<file path="config.mk">
export PLATFORM = sky130hd
export DESIGN_NAME = mem_arbiter
export DESIGN_NICKNAME = d
export VERILOG_FILES = /design/src/rtl/mem_arbiter.sv
export SDC_FILE = /design/constraint.sdc
export NUM_CORES = 1
export LEC_CHECK = 0
export BUFFER_PORTS_ARGS = -buffer_cell sky130_fd_sc_hd__buf_2
export CORE_AREA = 5 5 290 292
export CTS_BUF_LIST = sky130_fd_sc_hd__clkbuf_2
export DETAILED_ROUTE_END_ITERATION = 10
export DIE_AREA = 0 0 295 297
export PLACE_DENSITY = 0.38
export REMOVE_ABC_BUFFERS = 1
export SLEW_MARGIN = 20
export SYNTH_ARGS = -nofsm -noshare
export SYNTH_HDL_FRONTEND = slang
export SYNTH_SLANG_ARGS = --single-unit
</file>
<file path="constraint.sdc">
create_clock -name clk_i -period 1.4 [get_ports clk_i]
set_input_delay 0.28 -clock clk_i [delete_from_list [all_inputs] [get_ports clk_i]]
set_output_delay 0.28 -clock clk_i [all_outputs]
set_load 0.05 [all_outputs]
</file>
<file path="src/rtl/mem_arbiter.sv">
// mem_arbiter: lets an instruction cache and a data cache share one line-wide
// memory port, with a single transaction outstanding at a time.
// Build option: define MEM_ARB_RR_EN to arbitrate conflicts round-robin;
// left undefined, the D-side always wins over the I-side.
module mem_arbiter #(
    parameter int ADDR_WIDTH = 32,
    parameter int LINE_BYTES = 16
) (
    input  logic                      clk_i,
    input  logic                      rst_i,
    // instruction-cache side (reads only)
    input  logic                      ic_req_i,
    input  logic [ADDR_WIDTH-1:0]     ic_addr_i,
    output logic                      ic_gnt_o,
    output logic                      ic_rvalid_o,
    output logic [LINE_BYTES*8-1:0]   ic_rdata_o,
    // data-cache side (reads and writes)
    input  logic                      dc_req_i,
    input  logic                      dc_we_i,
    input  logic [ADDR_WIDTH-1:0]     dc_addr_i,
    input  logic [LINE_BYTES*8-1:0]   dc_wdata_i,
    output logic                      dc_gnt_o,
    output logic                      dc_rvalid_o,
    output logic [LINE_BYTES*8-1:0]   dc_rdata_o,
    output logic                      dc_write_done_o,
    // shared memory port
    output logic                      mem_req_o,
    output logic                      mem_we_o,
    output logic [ADDR_WIDTH-1:0]     mem_addr_o,
    output logic [LINE_BYTES*8-1:0]   mem_wdata_o,
    input  logic                      mem_gnt_i,
    input  logic                      mem_rvalid_i,
    input  logic [LINE_BYTES*8-1:0]   mem_rdata_i,
    input  logic                      mem_write_done_i,
    // status
    output logic                      busy_o,
    output logic                      owner_o
);

    typedef enum logic [1:0] {
        ST_IDLE    = 2'd0,
        ST_ISSUE   = 2'd1,
        ST_WAIT_RD = 2'd2,
        ST_WAIT_WR = 2'd3
    } state_e;

    state_e                    state_q;
    logic                      owner_q;    // 0 = I-side, 1 = D-side
    logic                      we_q;
    logic [ADDR_WIDTH-1:0]     addr_q;
    logic [LINE_BYTES*8-1:0]   wdata_q;
    logic                      mem_req_q;
    logic                      busy_q;

    logic                      pick_dc_s;
    logic                      issue_gnt_s;
    logic                      rd_done_s;
    logic                      wr_done_s;

`ifdef MEM_ARB_RR_EN
    logic                      last_dc_q;  // 1 = D-side took the latest grant

    // On a conflict the side that was not granted last goes first
    assign pick_dc_s = dc_req_i & (~ic_req_i | ~last_dc_q);

    // Remember which side took the most recent memory grant
    always_ff @(posedge clk_i or negedge rst_i) begin
        if (!rst_i) begin
            last_dc_q <= 1'b0;
        end else if ((state_q == ST_ISSUE) && mem_gnt_i) begin
            last_dc_q <= owner_q;
        end else begin
            last_dc_q <= last_dc_q;
        end
    end
`else
    // D-side has strict priority
    assign pick_dc_s = dc_req_i;
`endif

    // Transaction FSM: arbitrate in IDLE, hold the request in ISSUE, then wait for completion
    always_ff @(posedge clk_i or negedge rst_i) begin
        if (!rst_i) begin
            state_q   <= ST_IDLE;
            owner_q   <= 1'b0;
            we_q      <= 1'b0;
            addr_q    <= '0;
            wdata_q   <= '0;
            mem_req_q <= 1'b0;
            busy_q    <= 1'b0;
        end else begin
            case (state_q)
                ST_IDLE: begin
                    if (ic_req_i || dc_req_i) begin
                        owner_q   <= pick_dc_s;
                        // the I-side never writes
                        we_q      <= pick_dc_s & dc_we_i;
                        addr_q    <= pick_dc_s ? dc_addr_i : ic_addr_i;
                        wdata_q   <= pick_dc_s ? dc_wdata_i : '0;
                        mem_req_q <= 1'b1;
                        busy_q    <= 1'b1;
                        state_q   <= ST_ISSUE;
                    end else begin
                        state_q   <= ST_IDLE;
                    end
                end
                ST_ISSUE: begin
                    if (mem_gnt_i) begin
                        mem_req_q <= 1'b0;
                        state_q   <= we_q ? ST_WAIT_WR : ST_WAIT_RD;
                    end else begin
                        state_q   <= ST_ISSUE;
                    end
                end
                ST_WAIT_RD: begin
                    if (mem_rvalid_i) begin
                        busy_q  <= 1'b0;
                        state_q <= ST_IDLE;
                    end else begin
                        state_q <= ST_WAIT_RD;
                    end
                end
                ST_WAIT_WR: begin
                    if (mem_write_done_i) begin
                        busy_q  <= 1'b0;
                        state_q <= ST_IDLE;
                    end else begin
                        state_q <= ST_WAIT_WR;
                    end
                end
                default: begin
                    mem_req_q <= 1'b0;
                    busy_q    <= 1'b0;
                    state_q   <= ST_IDLE;
                end
            endcase
        end
    end

    // Handshake events are only honoured in the state that expects them
    assign issue_gnt_s = (state_q == ST_ISSUE)   & mem_gnt_i;
    assign rd_done_s   = (state_q == ST_WAIT_RD) & mem_rvalid_i;
    assign wr_done_s   = (state_q == ST_WAIT_WR) & mem_write_done_i;

    // Per-side pulses steered to the owner only; read data is zero unless valid
    assign ic_gnt_o        = issue_gnt_s & ~owner_q;
    assign dc_gnt_o        = issue_gnt_s &  owner_q;
    assign ic_rvalid_o     = rd_done_s   & ~owner_q;
    assign dc_rvalid_o     = rd_done_s   &  owner_q;
    assign ic_rdata_o      = ic_rvalid_o ? mem_rdata_i : '0;
    assign dc_rdata_o      = dc_rvalid_o ? mem_rdata_i : '0;
    assign dc_write_done_o = wr_done_s   &  owner_q;

    // Memory request fields come straight from the latched registers
    assign mem_req_o   = mem_req_q;
    assign mem_we_o    = we_q;
    assign mem_addr_o  = addr_q;
    assign mem_wdata_o = wdata_q;
    assign busy_o      = busy_q;
    assign owner_o     = owner_q;

endmodule

</file>
* Word-level counts from Yosys, hierarchy flattened
Cells that the tools add are included.
** Cells by class
- Bitwise operators :: 10
- Eq/ne operators :: 7
- Multiplexer cells :: 16
- Reductions and logical operators :: 7
** Operator list (number)
- $mux 128 :: 3
- $mux 32 :: 1
- $and 1x1->1 :: 9
- $ne 2x2->1 const B :: 4
- $pmux 2 s4 :: 1
- $mux 1 :: 6
- $mux 2 :: 3
- $eq 2x2->1 const B :: 2
- $reduce_and 4->1 :: 1
- $pmux 1 s3 :: 1
- $reduce_and 3->1 :: 1
- $reduce_bool 3->1 :: 1
- $eq 2x1->1 const B :: 1
- $logic_not 2->1 :: 1
- $pmux 1 s2 :: 1
- $reduce_and 2->1 :: 1
- $reduce_bool 2->1 :: 1
- $logic_or 1x1->1 :: 1
- $not 1->1 :: 1
** Word-level totals
- Output and inout port bits :: 425
- Word-level logic and storage cells :: 47
- Bits of input ports :: 328
- Bits in registers :: 166

* Longest topological paths before layout
- Depth after elaboration :: 4
- Depth in mapped cells :: 7
- Depth with buffers taken out :: 3

* Worst setup path after synthesis
No wires, ideal clock.
- Kind :: register to output
- Start :: register owner_q (netlist: owner_o)
- End :: output dc_rdata_o[118]
- Arrival :: 2.268 ns
- Setup slack :: -1.148 ns
- Buffers on the path :: 1
- Cell stages (with the launch flop) :: 5
- Cells stage by stage :: dfrtp_1 > inv_2 > nor4b_4 > clkbuf_1 > and2_1
** Between the ends
- Word-level cells in the longest chain between the ends :: 2
** RTL lines
- start: declaration :: RTL line 48 : logic owner_q;
- start signal: assignment :: RTL line 95 : owner_q <= pick_dc_s;
- $and 1x1->1 :: RTL line 149 : assign dc_rvalid_o = rd_done_s & owner_q;
- via dc_rvalid_o :: RTL line 23 : output logic dc_rvalid_o,
- $mux 128 :: RTL line 151 : assign dc_rdata_o = dc_rvalid_o ? mem_rdata_i : '0;
- end: declaration :: RTL line 24 : output logic [LINE_BYTES*8-1:0] dc_rdata_o,
The timed path passes the listed nets, and every way through them passes these cells.

* Final worst setup path
- Start :: register state_q[0]
- End :: output dc_rdata_o[11]
** Between the ends
- Word-level cells in the longest chain between the ends :: 4
** RTL lines
- start: declaration :: RTL line 47 : state_e state_q;
- start signal: assignment :: RTL line 110 : state_q <= we_q ? ST_WAIT_WR : ST_WAIT_RD;
- $eq 2x2->1 :: RTL line 142 : assign rd_done_s = (state_q == ST_WAIT_RD) & mem_rvalid_i;
- $and 1x1->1 :: RTL line 142
- $and 1x1->1 :: RTL line 149
- $mux 128 :: RTL line 151
No other way between the ends.

==> flow_metrics.py <==
metrics = {
    "logic_synthesis": {
        "synth-seq-cells": 166,
        "synth.yosys.seq_area_share_pct": 51.2,
        "synth_cell_types": 20,
        "synth_warn": 0,
        "syn-mean-instance-area_um2": 11.5,
        "syn-cell-area_mm2": 0.00811,
        "netlist_instances": 705,
    },
    "setup_path": {
        "worst_ep_arrival_time_ps": 2520,
        "setup.worst_path.start_class": "flop",
        "cp.required_ps": 1120,
        "cp-end-kind": "primary output",
        "worstRegToRegCells": 8,
        "timing.critical_path.fanout_max": 10,
        "criticalPathCategory": "flop to primary output",
    },
    "detailed_routing": {
        "routed_wirelength_um": 69600,
        "route.detailed.drc": 0,
        "routed_wire_length_per_instance_um": 23.4,
        "final_ant_viol_nets": 0,
        "drt_iter0_markers": 343,
        "detail_route.vias_per_cell": 3.63,
        "detailedRoute.firstPassIterationCount": 5,
        "via_count": 10800,
    },
    "final_layout": {
        "drive_gt1_share_pct": 62.8,
        "multi_input_comb_area_mm2": 0.00412,
        "most-common-layout-cells": "buf_2, dlygate4sd3_1, buf_6",
        "post_layout_nonfiller_instances": 2969,
        "syn_to_final_growth_pct": 179,
        "fillerInstances": 8334,
        "mostFrequentLayoutCell": "buf_2",
        "ff_latch_area_mm2": 0.00416,
        "num-nets-final": 2201,
    },
    "placed_design": {
        "io_buffer_count": 752,
        "globalplace.congestion": 0.888,
        "placedCellCount": 2501,
        "dp.final_hpwl_um": 49300,
        "dp_worst_setup_slack_ps": -552,
    },
    "sta": {
        "layout_worst_path_cycle_share_pct": 200,
        "fin_ws_ps": -1400,
        "max_slew_headroom_pct": 58.8,
        "finalWorstPathRequiredPeriod_ps": 2800,
        "worst_pin_slew_ps": 618,
        "finClkSkew_ps": 32.3,
        "finalHoldViolations": 0,
        "slew_violations": 0,
        "total_negative_setup_slacks_ps": -469230,
        "max_freq_mhz": 357,
        "rsz_0062_raised_after_global_routing": "true",
        "number_of_setup_violations_in_the_final_report": 590,
    },
    "floorplanning": {
        "io_pins": 753,
        "die_area_mm2": 0.0876,
        "fp.dieW_um": 295,
        "placeableCoreArea_mm2": 0.0813,
        "start_util_pct": 9.98,
        "chipHeight_um": 297,
        "row_count": 105,
    },
    "clock_tree": {
        "tritoncts": "done",
        "cts_buffers": 17,
        "max-clock-path-buffers": 2,
        "cts_sinks": 166,
        "cts-root-buf": "clkbuf_2",
        "clk_latency_ps": 900,
        "clk_pin_slew_worst_paths_ps": 300,
        "htree_num_levels": 4,
    },
    "global_routing": {
        "grt_overflow_total": 0,
        "initial_antenna_violation_count": 56,
        "grt_pass1_vias": 11400,
        "grt_start_max_net_pins": 78,
        "grtUsageTotal_pct": 14.0,
        "grt_first_pass_wirelength_um": 88200,
    },
    "status": {
        "run_status": "finished, violations left",
        "violated_checks": "setup timing",
    },
    "power_and_ir_drop": {
        "ir_worst_vdd_v": 0.00150,
        "fin_total_pwr_mw": 38.5,
        "cellLeakagePower_nw": 10.6,
        "power.density_mw_per_mm2": 1700,
    },
    "hold_path": {
        "holdPathStages": 3,
        "min-delay-path-class": "input port to flop",
    },
    "flow_run": {
        "reported_max_cap_violation_count": 0,
    },
}
power breakdown:
part / internal [mW] / switching (mW)
sequential: 6.87 / 1.73
clock: 0.710 / 2.03
combinational: 11.8 / 15.4
sequential cells by signal, summed over array words and instances, names as in the netlist:
name / flops
mem_req_o: 1
mem_we_o: 1
mem_addr_o: 32
busy_o: 1
mem_wdata_o: 128
owner_o: 1
state_q: 2
cell families after synthesis:
logic type      after synthesis  synth area share, %
compound gates              133                 14.2
simple gates                273                 21.2
mux                          65                 9.01
buf+inv                      68                 4.39
flops                       166                 51.2
routing by layer:
layer	track usage, %	share of wire (%)	up-vias
met5	0	0.039	-
met4	5.04	3.3	4
met3	3.03	5.9	126
met2	26.6	55	563
met1	15.2	36	5298
li1	-	-	4789
synthesized netlist by cell type:
library cell / number / area share, %
o21ai_2: 1 / 0.11
nor3b_1: 1 / 0.093
mux2i_1: 1 / 0.12
buf_4: 14 / 1.3
dfrtp_1: 166 / 51
nand3b_1: 1 / 0.093
clkbuf_2: 23 / 1.4
inv_2: 2 / 0.093
nor4b_4: 2 / 0.59
o21ai_0: 2 / 0.12
mux2_2: 64 / 8.9
and2_1: 257 / 20
nand2_1: 8 / 0.37
nor2_1: 3 / 0.14
a21o_1: 1 / 0.093
clkbuf_1: 11 / 0.51
nor3_1: 1 / 0.062
buf_2: 16 / 0.99
a22o_1: 129 / 14
buf_1: 2 / 0.093
worst max-delay path: stages (launching register included):
cell,delay (ps)
dfrtp_2,510
nor4b_4,280
buf_6,150
buf_12,170
clkbuf_16,180
and2_1,170
buf_6,170
final cells by class:
cell class	instances	area share (%)
flip-flops and latches	166	18.4
diodes	13	0.144
clock buffers	18	0.398
repair buffers	1214	56.3
clock inverters	14	0.619
inverters	2	0.0332
multi-input cells	472	18.2
well taps	1070	5.92
per-stage QoR:
stage                     area (um2)  hold WS, ps  util [%]
after floorplan                 7760        -15.6         -
after global placement         14300          202      17.6
after detailed placement       14300          196      17.6
after CTS                      21000         2.35      25.9
after global routing           22600         91.1      27.8
final                          22600          240      27.8
final timing paths:
kind,from,end,slack [ps]
worst min-delay path,dc_wdata_i[83],mem_wdata_o[83],240
min in group asynchronous,rst_i,mem_wdata_o[7],400
max in group asynchronous,rst_i,mem_wdata_o[35],440
worst min register to register,mem_req_o,mem_req_o,560
worst max-delay path,state_q[0],dc_rdata_o[11],-1400
worst max register to register,state_q[0],mem_addr_o[2],-430
repair_timing:
action	4_1_cts	5_1_grt
hold buffers	323	0
gates resized for setup	925	205
cloned	10	30
setup endpoints to repair	590	590
buffers inserted	20	46
endpoints found under the hold margin	331	0
pin swaps	40	51
No activity file was read; power rests on OpenSTA's default activity.
